**src/rtl/mul_seq_if.sv**
```systemverilog
// mul_seq_if: EX-stage <-> multiply sequencer request/response bundle.
// Ports: start/aluop/a/b run from the EX stage to the sequencer; stall/done/result run back.
// master = EX stage (drives the request), slave = mul_seq (drives the response).
interface mul_seq_if #(
  parameter int WIDTH = 32
);
  logic             start;
  logic [3:0]       aluop;
  logic [WIDTH-1:0] a;
  logic [WIDTH-1:0] b;
  logic             stall;
  logic             done;
  logic [WIDTH-1:0] result;

  modport master (
    output start, aluop, a, b,
    input  stall, done, result
  );

  modport slave (
    input  start, aluop, a, b,
    output stall, done, result
  );
endinterface

```
**src/rtl/mul_seq.sv**
```systemverilog
// mul_seq: iterative shift-add multiplier for mul / mulh / mulhu (aluop 0101/0110/0111).
// Latency: load at the start edge, WIDTH RUN cycles, done one cycle later (MUL_EARLY_OUT_EN: RUN ends once the multiplier runs out of ones).
// Backpressure: stall is held high from the accepted start through the last RUN cycle; the EX stage freezes on it.
// Ports: clk, rst (sync, active-high), bus (mul_seq_if.slave: start, aluop, a, b -> stall, done, result).
// Optional macro: MUL_EARLY_OUT_EN.
module mul_seq #(
  parameter int WIDTH = 32,
  parameter int CNT_W = 6
) (
  input  logic      clk,
  input  logic      rst,
  mul_seq_if.slave  bus
);

  localparam logic [3:0] OP_MUL   = 4'b0101;
  localparam logic [3:0] OP_MULH  = 4'b0110;
  localparam logic [3:0] OP_MULHU = 4'b0111;

  typedef enum logic [1:0] {IDLE, RUN, DONE} state_t;

  state_t               state_q, state_d;
  logic [2*WIDTH-1:0]   mcand;
  logic [WIDTH-1:0]     mplier;
  logic [2*WIDTH-1:0]   acc;
  logic [CNT_W-1:0]     cnt;
  logic                 neg;
  logic                 hi_sel;
  logic [WIDTH-1:0]     result_q;

  logic                 valid_op;
  logic                 is_mulh;
  logic                 load;
  logic                 last;
  logic [WIDTH-1:0]     a_mag, b_mag;
  logic [2*WIDTH-1:0]   acc_nxt;
  logic [2*WIDTH-1:0]   prod;

  assign valid_op = (bus.aluop == OP_MUL) || (bus.aluop == OP_MULH) || (bus.aluop == OP_MULHU);
  assign is_mulh  = (bus.aluop == OP_MULH);
  // A new op is accepted whenever the sequencer is not mid-run, including back-to-back from DONE.
  assign load     = (state_q != RUN) && bus.start && valid_op;

  // Signed magnitude for mulh; the most-negative value maps to 2^(WIDTH-1), which is exact as unsigned.
  assign a_mag = (is_mulh && bus.a[WIDTH-1]) ? -bus.a : bus.a;
  assign b_mag = (is_mulh && bus.b[WIDTH-1]) ? -bus.b : bus.b;

  // The final iteration's add is folded in here so the registered result includes it.
  assign acc_nxt = mplier[0] ? (acc + mcand) : acc;
  assign prod    = neg ? -acc_nxt : acc_nxt;

`ifdef MUL_EARLY_OUT_EN
  // Stop once the remaining multiplier bits after this shift are all zero.
  assign last = (cnt == CNT_W'(WIDTH-1)) || (mplier[WIDTH-1:1] == '0);
`else
  assign last = (cnt == CNT_W'(WIDTH-1));
`endif

  always_comb begin
    state_d   = state_q;
    bus.stall = 1'b0;
    bus.done  = 1'b0;
    case (state_q)
      IDLE: begin
        if (load) begin
          state_d   = RUN;
          bus.stall = 1'b1;
        end
      end
      RUN: begin
        bus.stall = 1'b1;
        if (last) state_d = DONE;
      end
      DONE: begin
        bus.done = 1'b1;
        if (load) begin
          state_d   = RUN;
          bus.stall = 1'b1;
        end else begin
          state_d = IDLE;
        end
      end
      default: state_d = IDLE;
    endcase
  end

  always_ff @(posedge clk) begin
    if (rst) begin
      state_q  <= IDLE;
      mcand    <= '0;
      mplier   <= '0;
      acc      <= '0;
      cnt      <= '0;
      neg      <= 1'b0;
      hi_sel   <= 1'b0;
      result_q <= '0;
    end else begin
      state_q <= state_d;
      if (load) begin
        mcand  <= {{WIDTH{1'b0}}, a_mag};
        mplier <= b_mag;
        acc    <= '0;
        cnt    <= '0;
        neg    <= is_mulh && (bus.a[WIDTH-1] ^ bus.b[WIDTH-1]);
        hi_sel <= (bus.aluop != OP_MUL);
      end else if (state_q == RUN) begin
        acc    <= acc_nxt;
        mcand  <= mcand << 1;
        mplier <= mplier >> 1;
        cnt    <= cnt + CNT_W'(1);
        if (last) result_q <= hi_sel ? prod[2*WIDTH-1:WIDTH] : prod[WIDTH-1:0];
      end
    end
  end

  assign bus.result = result_q;

endmodule

```
**src/flat_wrapper.sv**
```systemverilog
// flat-port wrapper written by rule: the top's interface ports become plain ports
module mul_seq_flat 
#(
  parameter int WIDTH = 32,
  parameter int CNT_W = 6
)
  (clk, rst, bus_start, bus_aluop, bus_a, bus_b, bus_stall, bus_done, bus_result);
  mul_seq_if #(.WIDTH(WIDTH)) bus_i ();
  input  logic clk;
  input  logic rst;
  input wire logic [$bits(bus_i.start)-1:0] bus_start;
  input wire logic [$bits(bus_i.aluop)-1:0] bus_aluop;
  input wire logic [$bits(bus_i.a)-1:0] bus_a;
  input wire logic [$bits(bus_i.b)-1:0] bus_b;
  output wire logic [$bits(bus_i.stall)-1:0] bus_stall;
  output wire logic [$bits(bus_i.done)-1:0] bus_done;
  output wire logic [$bits(bus_i.result)-1:0] bus_result;
  assign bus_i.start = bus_start;
  assign bus_i.aluop = bus_aluop;
  assign bus_i.a = bus_a;
  assign bus_i.b = bus_b;
  assign bus_stall = bus_i.stall;
  assign bus_done = bus_i.done;
  assign bus_result = bus_i.result;
  mul_seq #(.WIDTH(WIDTH), .CNT_W(CNT_W)) u_core (.clk(clk), .rst(rst), .bus(bus_i));
endmodule
```
**config.mk**
```make
export PLATFORM = sky130hd
export DESIGN_NAME = mul_seq_flat
export DESIGN_NICKNAME = d
export VERILOG_FILES = /design/src/rtl/mul_seq_if.sv /design/src/rtl/mul_seq.sv /design/src/flat_wrapper.sv
export SDC_FILE = /design/constraint.sdc
export NUM_CORES = 1
export LEC_CHECK = 0
export CORE_MARGIN = 4
export CORE_UTILIZATION = 50
export CTS_CLUSTER_SIZE = 20
export DETAILED_ROUTE_END_ITERATION = 8
export PLACE_DENSITY = 0.66
export SLEW_MARGIN = 20
export SYNTH_ARGS = -nofsm -noshare
export SYNTH_HDL_FRONTEND = slang
export SYNTH_SLANG_ARGS = --single-unit
```
**constraint.sdc**
```tcl
create_clock -name clk -period 10.6 [get_ports clk]
set_input_delay 2.65 -clock clk [delete_from_list [all_inputs] [get_ports clk]]
set_output_delay 2.65 -clock clk [all_outputs]
set_load 0.005 [all_outputs]
```
==> results of run 1 <==
[path summary, 6_finish.rpt]
| kind | start | endpoint | slack [ns] |
|---|---|---|---|
| max | bus_aluop[3] | bus_stall | 3.12 |
| min | u_core.bus.result[8] | u_core.bus.result[8] | 0.45 |
| max reg2reg | u_core.mplier[0] | u_core.bus.result[18] | 5.00 |
| min reg2reg | u_core.bus.result[8] | u_core.bus.result[8] | 0.45 |
[per-layer routing]
layer	vias up	wire [um]
met3	167	4874
met1	8561	26850
li1	8696	-
met5	-	0
met2	778	27700
met4	0	3060
[logic make-up after synthesis]
logic type	after synthesis	share of synthesized area
compound gates	745	0.3020
xor+xnor	112	0.05747
fa+ha+maj	68	0.05029
buf+inv	179	0.05168
flops	202	0.2369
mux	44	0.02742
simple gates	978	0.2742
[metrics by stage]
| step | util | total power [mW] | instance area [sq um] | setup slack (ns) |
|---|---|---|---|---|
| floorplan | - | 1.100 | 17070 | 4.411 |
| CTS | 0.5654 | 2.137 | 19010 | 3.138 |
| finish | 0.5656 | 2.133 | 19010 | 3.120 |
| global route | 0.5656 | 2.213 | 19010 | 2.917 |
| global placement | 0.5397 | 1.228 | 18140 | 3.196 |
| detailed placement | 0.5397 | 1.232 | 18140 | 3.155 |
[cell usage after synthesis, types with 7 or more instances]
master and instances:
dfxtp_1 202, o211ai_1 12, inv_1 24, o31ai_1 18, a211oi_1 60, buf_2 18, and4_1 7, nand3_1 39
or3_1 21, xnor2_1 60, o41ai_1 12, ha_1 67, nor3b_1 10, o31a_1 9, nor2_1 276, a21o_1 40
a221o_1 7, and2_1 11, clkbuf_8 12, a21oi_1 214, a221oi_1 7, o21ai_0 106, mux2_2 11, and3_1 11
mux2i_1 30, nand2_1 348, o21ai_1 9, buf_1 7, a311oi_1 44, nand2b_1 18, nand3b_1 9, o221ai_1 8
or4_1 11, nand4_1 55, clkbuf_1 111, o2111ai_1 9, nor4_1 21, o21a_1 22, a2111oi_0 7, nor3_1 67
a22oi_1 35, a31oi_1 28, xor2_1 52, nor2b_1 19
[power groups by stage]
| stage | Clock, mW | Sequential [mW] | Combinational [mW] |
|---|---|---|---|
| after floorplan | 0 | 0.811 | 0.289 |
| after global placement | 0 | 0.823 | 0.405 |
| after detailed placement | 0 | 0.824 | 0.409 |
| after CTS | 0.919 | 0.807 | 0.411 |
| after global routing | 0.950 | 0.810 | 0.453 |
| final | 0.904 | 0.809 | 0.420 |
[registers in the layout, indices dropped and copies added (netlist names)]
register and flops:
u_core.neg 1, u_core.state_q 2, u_core.acc 64, u_core.hi_sel 1
u_core.bus.result 32, u_core.cnt 6, u_core.mplier 32, u_core.mcand 64
[worst max-delay path, stage by stage]
cell and delay [ns]:
clkdlybuf4s50_1 0.47, and4b_1 0.25, o21ai_4 0.07, buf_4 0.65
o21ai_0 0.22, clkdlybuf4s50_1 0.51
[layout make-up]
type,instances,area share
clock buffer,33,0.03712
multi-input combinational,1947,0.6414
timing repair buffer,132,0.06620
sequential,202,0.2129
tap,448,0.02948
inverter,24,0.004738
clock inverter,13,0.008226
==> out/results.tsv, run 1 <==
stage	metric	value	unit
clock_tree	cts bufs inserted	25	
clock_tree	Worst-Skew Late Latency	0.55	ns
floorplanning	IO Pins	105	
final_layout	Area Overhead vs Synth	11.40	%
place	port bufs	104	
final_layout	Seq. cell area	4048	sq um
floorplanning	Core ar.	33620	sq um
clock_tree	H-tree depth	1	
final_layout	share of layout cells above drive strength 1	0.06891	
grt	GR Layer Usage met1	0.4321	
final_layout	most frequent cells in the layout	nand2_1, nor2_1, a21oi_1	
final_layout	most common cell after layout, fill and taps aside	nand2_1	
clock_tree	Root Buffer Master	clkbuf_16	
grt	met2 GRT Util	0.5185	
clock_tree	Post-CTS Setup Inserts	0	
logic_synthesis	Mapped Cells	2328	
worst_setup_path	CP Launch Type	input port	
logic_synthesis	syn avg cell area	7.331	sq um
sta	max-slew violations	0	
logic_synthesis	syn nets	2467	
clock_tree	CTS Sinks	202	
clock_tree	Clock Pin Slew Worst Setup and Hold Paths	0.06	ns
final_layout	Antenna diodes	0	
power_and_ir_drop	Sw Pwr	661.2	uW
routing	DRT iter0 DRCs	1831	
worst_setup_path	Worst EP required	7.95	ns
run_status	status	finished clean	
worst_setup_path	Critical Path AT	4.83	ns
floorplanning	Die X-Extent	192.8	um
clock_tree	TritonCTS clock tree	done	
worst_setup_path	R2R cell count	12	
logic_synthesis	synthesized flop and latch total	202	
sta	WHS	0.4541	ns
sta	Final setup viols	0	
logic_synthesis	Synth Flop Type	dfxtp_1	
power_and_ir_drop	Power Density	112.2	nW/um^2
routing	DRC Markers	0	
place	post-DP HPWL	46.40	mm
sta	Slew headroom	0.2306	
logic_synthesis	synthesized area	17070	sq um
routing	Wirelength per Cell	22.32	um
floorplanning	initial core utilization	0.5077	
power_and_ir_drop	maximum vdd drop	0.0001202	V
sta	RSZ-0062 raised after global routing	false	
power_and_ir_drop	clock share of power	0.424	
grt	initial antenna violation count	0	
grt	vias in the first global route	16820	
logic_synthesis	Yosys cell types	120	
sta	Final Hold Fails	0	
floorplanning	Die Ht	192.8	um
sta	fin crit share	0.7056	
final_layout	Final nets	2471	
logic_synthesis	post-synthesis sequential area ratio	0.2369	
logic_synthesis	asr flop ratio synth	0	
place	Final Wtd Congestion	0.9801	
routing	Detail Route Antenna Nets	0	
sta	Tmin final	7.480	ns
clock_tree	Hold Buf Count CTS	0	
routing	vias per cell	6.503	
final_layout	fillers	3264	
sta	Setup Skew	0.01616	ns
worst_setup_path	CP Max Fanout	81	
final_layout	footprint of the multi-input gates	12190	sq um
hold_path	Hold Crit Class	reg2reg	
logic_synthesis	EDFF count, synth	0	
run	# Max-Cap Violations	0	
routing	total wire length	62.48	mm
logic_synthesis	Area contributors post-synth	dfxtp_1, nand2_1, a21oi_1	
sta	Final TNS setup	0	ns
power_and_ir_drop	Int Pwr	1.471	mW
routing	vias after detailed routing	18200	
power_and_ir_drop	Leak Pwr	6.732	nW
worst_setup_path	crit end category	output pin	
logic_synthesis	synth warn	0	
sta	Max Clock Freq	0.1337	GHz
grt	met3 Use GR	0.05336	
clock_tree	post-cts sizing count	0	
grt	Top Usage Layer GRT	met2	
grt	GRT Total Usage	0.3239	
hold_path	Hold Path Stages	2	
grt	largest net degree at the start of global routing	209	
sta	Least-Margin Pin Slew	1.154	ns
floorplanning	num rows	67	
clock_tree	Clock Path Buffers	3	
routing	Initial DRT Pass Iterations	6	
power_and_ir_drop	Seq pwr share	0.379	
worst_setup_path	CP Class	in2out	
grt	global route total overflow	0	
power_and_ir_drop	combinational share of power	0.197	
logic_synthesis	post-synth top area share	0.2369	
grt	first-pass GRT wire length	95.53	mm
power_and_ir_drop	sw frac	0.3101	
final_layout	fin cells	2799	
logic_synthesis	cell taking the most area after synthesis	dfxtp_1	
place	Post-Place Cells	2753	
floorplanning	Die Area	37150	sq um
Note: power is estimated with default switching activity, not from simulation.
==> inputs of run 2 (changes only) <==
==> constraint.sdc (replaced) <==
create_clock -name clk -period 7.1 [get_ports clk]
set_input_delay 1.775 -clock clk [delete_from_list [all_inputs] [get_ports clk]]
set_output_delay 1.775 -clock clk [all_outputs]
set_load 0.005 [all_outputs]
==> run 2 against run 1 <==
Against the previous run: critical path type is now reg2reg; critical path depth up 8; count of clock-buffer cells in the layout stayed put; utilization is 0.26 points lower; cell count fell by 0.25%; critical endpoint is now u_core.bus.result[26]; largest cell class unchanged.
==> out/results.tsv, run 2 (synthesized netlist as in run 1, its figures left out) <==
stage	metric	value	unit
run_status	status	finished clean	
routing	DRT iter0 DRCs	1552	
power_and_ir_drop	maximum vdd drop	0.0001553	V
clock_tree	Clock Pin Slew Worst Setup and Hold Paths	0.06	ns
final_layout	most frequent cells in the layout	nand2_1, nor2_1, a21oi_1	
worst_setup_path	Critical Path AT	5.56	ns
clock_tree	Post-CTS Setup Inserts	0	
final_layout	Area Overhead vs Synth	10.89	%
worst_setup_path	Worst Setup SP	u_core.acc[0]	
power_and_ir_drop	Int Pwr	2.169	mW
place	port bufs	104	
routing	vias per cell	6.487	
sta	Final setup viols	0	
routing	total wire length	61.79	mm
clock_tree	post-cts sizing count	0	
routing	vias after detailed routing	18110	
worst_setup_path	R2R Path Start	u_core.acc[0]	
clock_tree	Clock Path Buffers	3	
clock_tree	Hold Buf Count CTS	0	
sta	Slew headroom	0.2073	
power_and_ir_drop	Leak Pwr	6.696	nW
routing	Wirelength per Cell	22.13	um
run	# Max-Cap Violations	0	
floorplanning	Core ar.	33620	sq um
floorplanning	num rows	67	
grt	global route total overflow	0	
hold_path	Hold Path Stages	2	
power_and_ir_drop	Power Density	165.5	nW/um^2
worst_setup_path	R2R cell count	14	
sta	Setup Skew	0.01020	ns
sta	Final TNS setup	0	ns
grt	initial antenna violation count	0	
place	placed cell areas	18100	sq um
power_and_ir_drop	clock share of power	0.417	
final_layout	design area	18930	sq um
clock_tree	CTS Sinks	202	
worst_setup_path	CP peak stage delay	0.62	ns
worst_setup_path	CP Max Fanout	8	
power_and_ir_drop	sw frac	0.3076	
place	post-DP HPWL	47.15	mm
power_and_ir_drop	combinational share of power	0.198	
worst_setup_path	Critical-path top delay cell	nor3_1	
clock_tree	Root Buffer Master	clkbuf_16	
hold_path	hold endpoint	u_core.bus.result[8]	
grt	vias in the first global route	16770	
floorplanning	Die Area	37150	sq um
final_layout	Final nets	2466	
clock_tree	cts bufs inserted	25	
worst_setup_path	r2r endpoint	u_core.bus.result[26]	
sta	Least-Margin Pin Slew	1.156	ns
worst_setup_path	cells along the critical path	ha_1, fa_1, a211oi_2, o21ai_1, o2111ai_1, nand3_1, and4_1, nor3_1, o311ai_0, nor4_1, nand4_1, nor4_1, mux2i_1, o2bb2ai_1	
floorplanning	initial core utilization	0.5077	
final_layout	top flop regs	u_core.acc x64, u_core.mcand x64	
clock_tree	H-tree depth	1	
place	Final Wtd Congestion	0.9929	
sta	Final Hold Fails	0	
floorplanning	Die Ht	192.8	um
worst_setup_path	Worst EP required	7.52	ns
floorplanning	Die X-Extent	192.8	um
grt	GRT Total Usage	0.3222	
final_layout	Antenna diodes	0	
routing	Detail Route Antenna Nets	0	
final_layout	share of layout cells above drive strength 1	0.06527	
worst_setup_path	flop2flop setup slack	1.96	ns
clock_tree	Worst-Skew Late Latency	0.54	ns
sta	max-slew violations	0	
worst_setup_path	crit end category	flip-flop	
sta	Tmin final	5.138	ns
worst_setup_path	CP Launch Type	flip-flop	
final_layout	most common cell after layout, fill and taps aside	nand2_1	
routing	DRC Markers	0	
power_and_ir_drop	Sw Pwr	963.8	uW
clock_tree	TritonCTS clock tree	done	
grt	largest net degree at the start of global routing	97	
worst_setup_path	most used cell, CP	nor4_1	
hold_path	Hold Crit Class	reg2reg	
power_and_ir_drop	Seq pwr share	0.385	
grt	first-pass GRT wire length	95.10	mm
sta	Max Clock Freq	0.1946	GHz
worst_setup_path	CP Class	reg2reg	
routing	Initial DRT Pass Iterations	5	
sta	fin crit share	0.7237	
sta	RSZ-0062 raised after global routing	false	
floorplanning	IO Pins	105	
hold_path	worst hold start	u_core.bus.result[8]	
## run 2: changes by cell type in the layout (fill, tap and decap cells not counted), moves of 2 or more
cell      before  now
buf_4         27   23
clkbuf_1       3    5
clkbuf_8       5    3
clkinv_4       2    0
## run 2: per-layer routing
metal	part of all wire	global-route usage	vias up
met2	0.44	0.5092	759
met5	0.00079	0.01099	-
met3	0.088	0.07091	153
met4	0.051	0.1451	2
li1	-	-	8678
met1	0.42	0.4195	8520
## run 2: per-stage QoR
stage | setup slack [ns] | hold WS [ns] | std cells | utilization | total power, mW
detailed placement | 2.009 | 0.4573 | 2748 | 0.5385 | 1.835
finish | 1.962 | 0.4620 | 2792 | 0.5630 | 3.133
global placement | 2.012 | 0.4462 | 2748 | 0.5385 | 1.826
floorplan | 2.336 | 0.4442 | 2328 | - | 1.643
global route | 1.543 | 0.4921 | 2792 | 0.5630 | 3.256
CTS | 1.982 | 0.4680 | 2792 | 0.5630 | 3.151
## run 2: worst max path at each step
stage | to | depth (start not counted)
floorplan | u_core.bus.result[18] | 17
global placement | bus_stall | 5
detailed placement | bus_stall | 5
CTS | bus_stall | 5
global route | u_core.bus.result[26] | 14
finish | u_core.bus.result[26] | 14
## run 2: critical path: cells and delay by family (launching register included)
kind	cells	cell delay [ns]
AO/OA/AOI/OAI	5	1.31
AND/OR/NAND/NOR	6	2.45
adder cells (fa/ha/maj)	2	0.70
flip-flops	1	0.33
multiplexers	1	0.23
## run 2: layout make-up
class,count,area [sq um]
Clock inverter,11,140.1
Tap cell,448,560.5
Fill cell,3281,14690
Inverter,24,90.09
Sequential cell,202,4048
Clock buffer,33,685.7
Multi-Input combinational cell,1947,12190
Timing Repair Buffer,127,1209
## run 2: power groups by stage
stage | sequential, mW | combinational, mW | clock (mW)
2_1_floorplan | 1.21 | 0.431 | 0
5_1_grt | 1.21 | 0.669 | 1.38
4_1_cts | 1.21 | 0.608 | 1.34
3_3_place_gp | 1.23 | 0.597 | 0
3_5_place_dp | 1.23 | 0.604 | 0
6_report | 1.21 | 0.620 | 1.31
==> inputs of run 3 (changes only) <==
--- a/config.mk
+++ b/config.mk
@@ -9,7 +9,7 @@
 export CORE_UTILIZATION = 50
 export CTS_CLUSTER_SIZE = 20
 export DETAILED_ROUTE_END_ITERATION = 8
-export PLACE_DENSITY = 0.66
+export PLACE_DENSITY = 0.69
 export SLEW_MARGIN = 20
 export SYNTH_ARGS = -nofsm -noshare
 export SYNTH_HDL_FRONTEND = slang
==> constraint.sdc (replaced) <==
create_clock -name clk -period 4.4 [get_ports clk]
set_input_delay 1.1 -clock clk [delete_from_list [all_inputs] [get_ports clk]]
set_output_delay 1.1 -clock clk [all_outputs]
set_load 0.005 [all_outputs]
==> run 3 against run 2 <==
Against the previous run: design area grew 9.5%; critical path type unchanged; count of clock-buffer cells in the layout increased by 1; sequential power grew 61%; largest power group unchanged; utilization is 5.3 points higher.
==> out/results.tsv, run 3 (synthesized netlist as in run 1, its figures left out) <==
stage	metric	value	unit
run_status	status	finished clean	
power_and_ir_drop	sw frac	0.3099	
power_and_ir_drop	Leak Pwr	7.611	nW
worst_setup_path	CP Launch Type	flip-flop	
final_layout	most frequent cells in the layout	nand2_1, nor2_1, a21oi_1	
floorplanning	initial core utilization	0.5077	
final_layout	top flop regs	u_core.acc x64, u_core.mcand x64	
grt	vias in the first global route	17950	
clock_tree	Clock Pin Slew Worst Setup and Hold Paths	0.07	ns
place	Post-Place Cells	2923	
grt	initial antenna violation count	0	
power_and_ir_drop	Seq pwr share	0.365	
power_and_ir_drop	combinational share of power	0.241	
power_and_ir_drop	Power Density	258.0	nW/um^2
final_layout	fillers	3059	
place	Final Wtd Congestion	1.041	
final_layout	most common cell after layout, fill and taps aside	nand2_1	
power_and_ir_drop	maximum vdd drop	0.0002484	V
run	# Max-Cap Violations	0	
routing	DRT iter0 DRCs	1972	
place	post-DP HPWL	49.19	mm
grt	GRT Total Usage	0.3331	
routing	Detail Route Antenna Nets	0	
floorplanning	IO Pins	105	
clock_tree	Worst-Skew Late Latency	0.55	ns
sta	Setup Skew	0.01082	ns
worst_setup_path	Critical Path AT	4.80	ns
final_layout	footprint of the multi-input gates	12550	sq um
sta	Final Hold Fails	0	
sta	Tmin final	4.355	ns
grt	GR Layer Usage met1	0.4429	
grt	met3 Use GR	0.05572	
grt	global route total overflow	0	
floorplanning	Core ar.	33620	sq um
sta	max-slew violations	0	
sta	final worst slack	0.04547	ns
grt	largest net degree at the start of global routing	209	
routing	total wire length	64.69	mm
floorplanning	Die Area	37150	sq um
final_layout	Final nets	2648	
clock_tree	Root Buffer Master	clkbuf_16	
grt	met2 GRT Util	0.5431	
sta	Slew headroom	0.3252	
routing	Wirelength per Cell	21.76	um
place	pre-CTS setup slack	-0.1117	ns
sta	Final TNS setup	0	ns
worst_setup_path	crit end category	flip-flop	
final_layout	fin cells	2973	
floorplanning	num rows	67	
grt	Top Usage Layer GRT	met2	
power_and_ir_drop	Int Pwr	3.689	mW
worst_setup_path	CP Max Fanout	9	
clock_tree	TritonCTS clock tree	done	
floorplanning	Die Ht	192.8	um
clock_tree	H-tree depth	1	
clock_tree	cts bufs inserted	25	
routing	vias per cell	6.406	
power_and_ir_drop	Sw Pwr	1.657	mW
floorplanning	Die X-Extent	192.8	um
worst_setup_path	Worst EP required	4.84	ns
place	port bufs	104	
final_layout	Antenna diodes	0	
power_and_ir_drop	clock share of power	0.394	
hold_path	Hold Crit Class	reg2reg	
clock_tree	Clock Path Buffers	3	
sta	Final setup viols	0	
worst_setup_path	CP Class	reg2reg	
routing	Initial DRT Pass Iterations	6	
final_layout	Seq. cell area	4059	sq um
worst_setup_path	R2R cell count	14	
final_layout	Area Overhead vs Synth	21.41	%
sta	Max Clock Freq	0.2296	GHz
hold_path	Hold Path Stages	2	
final_layout	share of layout cells above drive strength 1	0.1576	
routing	vias after detailed routing	19050	
clock_tree	Hold Buf Count CTS	0	
sta	fin crit share	0.9897	
sta	Least-Margin Pin Slew	1.012	ns
routing	DRC Markers	0	
grt	first-pass GRT wire length	99.02	mm
clock_tree	CTS Sinks	202	
-- run 3: cell types whose count changed in the layout (fill, tap and decap cells not counted), sizes merged --
| cell | previous run | this run |
|---|---|---|
| clkinvlp | 1 | 2 |
| buf | 24 | 206 |
| bufinv | 3 | 2 |
| clkbuf | 33 | 34 |
| clkinv | 5 | 3 |
-- run 3: cell type report --
type / instances / area share
multi-input cells: 1947 / 0.6058
flip-flops and latches: 202 / 0.1959
inverters: 24 / 0.004347
clock inverters: 9 / 0.005374
repair buffers: 309 / 0.1269
well taps: 448 / 0.02705
clock buffers: 34 / 0.03472
-- run 3: worst paths after layout --
path / start / endpoint / slack [ns]
worst max-delay path: u_core.mcand[21] / u_core.bus.result[18] / 0.05
worst min register to register: u_core.bus.result[8] / u_core.bus.result[8] / 0.47
worst max register to register: u_core.mcand[21] / u_core.bus.result[18] / 0.05
worst min-delay path: u_core.bus.result[8] / u_core.bus.result[8] / 0.47
-- run 3: stage by stage --
step	utilization	power, mW	instance area (sq um)	hold WS, ns
after floorplan	-	2.651	17070	0.4442
after global placement	0.5789	3.167	19460	0.4530
after CTS	0.6041	5.291	20310	0.4664
after detailed placement	0.5789	3.181	19460	0.4553
after global routing	0.6164	5.534	20720	0.4998
final	0.6164	5.347	20720	0.4678
-- run 3: layer usage --
metal | vias to the layer above | share of wire
met5 | - | 0
met4 | 0 | 0.043
met3 | 164 | 0.085
met2 | 853 | 0.45
met1 | 9007 | 0.43
li1 | 9021 | -
-- run 3: what timing repair did --
item,CTS,global route
gates resized for setup,6,79
setup buffers,0,7
endpoints found under the setup margin,8,31
pin swaps,0,22
-- run 3: power by group through the flow --
stage / Clock [mW] / Sequential, mW / Combinational, mW
after floorplan: 0 / 1.95 / 0.696
after global placement: 0 / 1.98 / 1.19
after detailed placement: 0 / 1.98 / 1.20
after CTS: 2.14 / 1.94 / 1.21
after global routing: 2.21 / 1.95 / 1.37
final: 2.11 / 1.95 / 1.29
-- run 3: critical path, stage by stage, from the launching register on --
cell and delay [ns]:
dfxtp_1 0.38, ha_1 0.52, nand4_1 0.30, nor3_2 0.38, o211ai_1 0.15, a31oi_2 0.22
buf_4 0.18, and2_1 0.21, o2111ai_1 0.18, mux2i_2 0.25, buf_4 0.17, nor4_1 0.36
nor4bb_2 0.29, mux2_2 0.37, a221oi_1 0.29
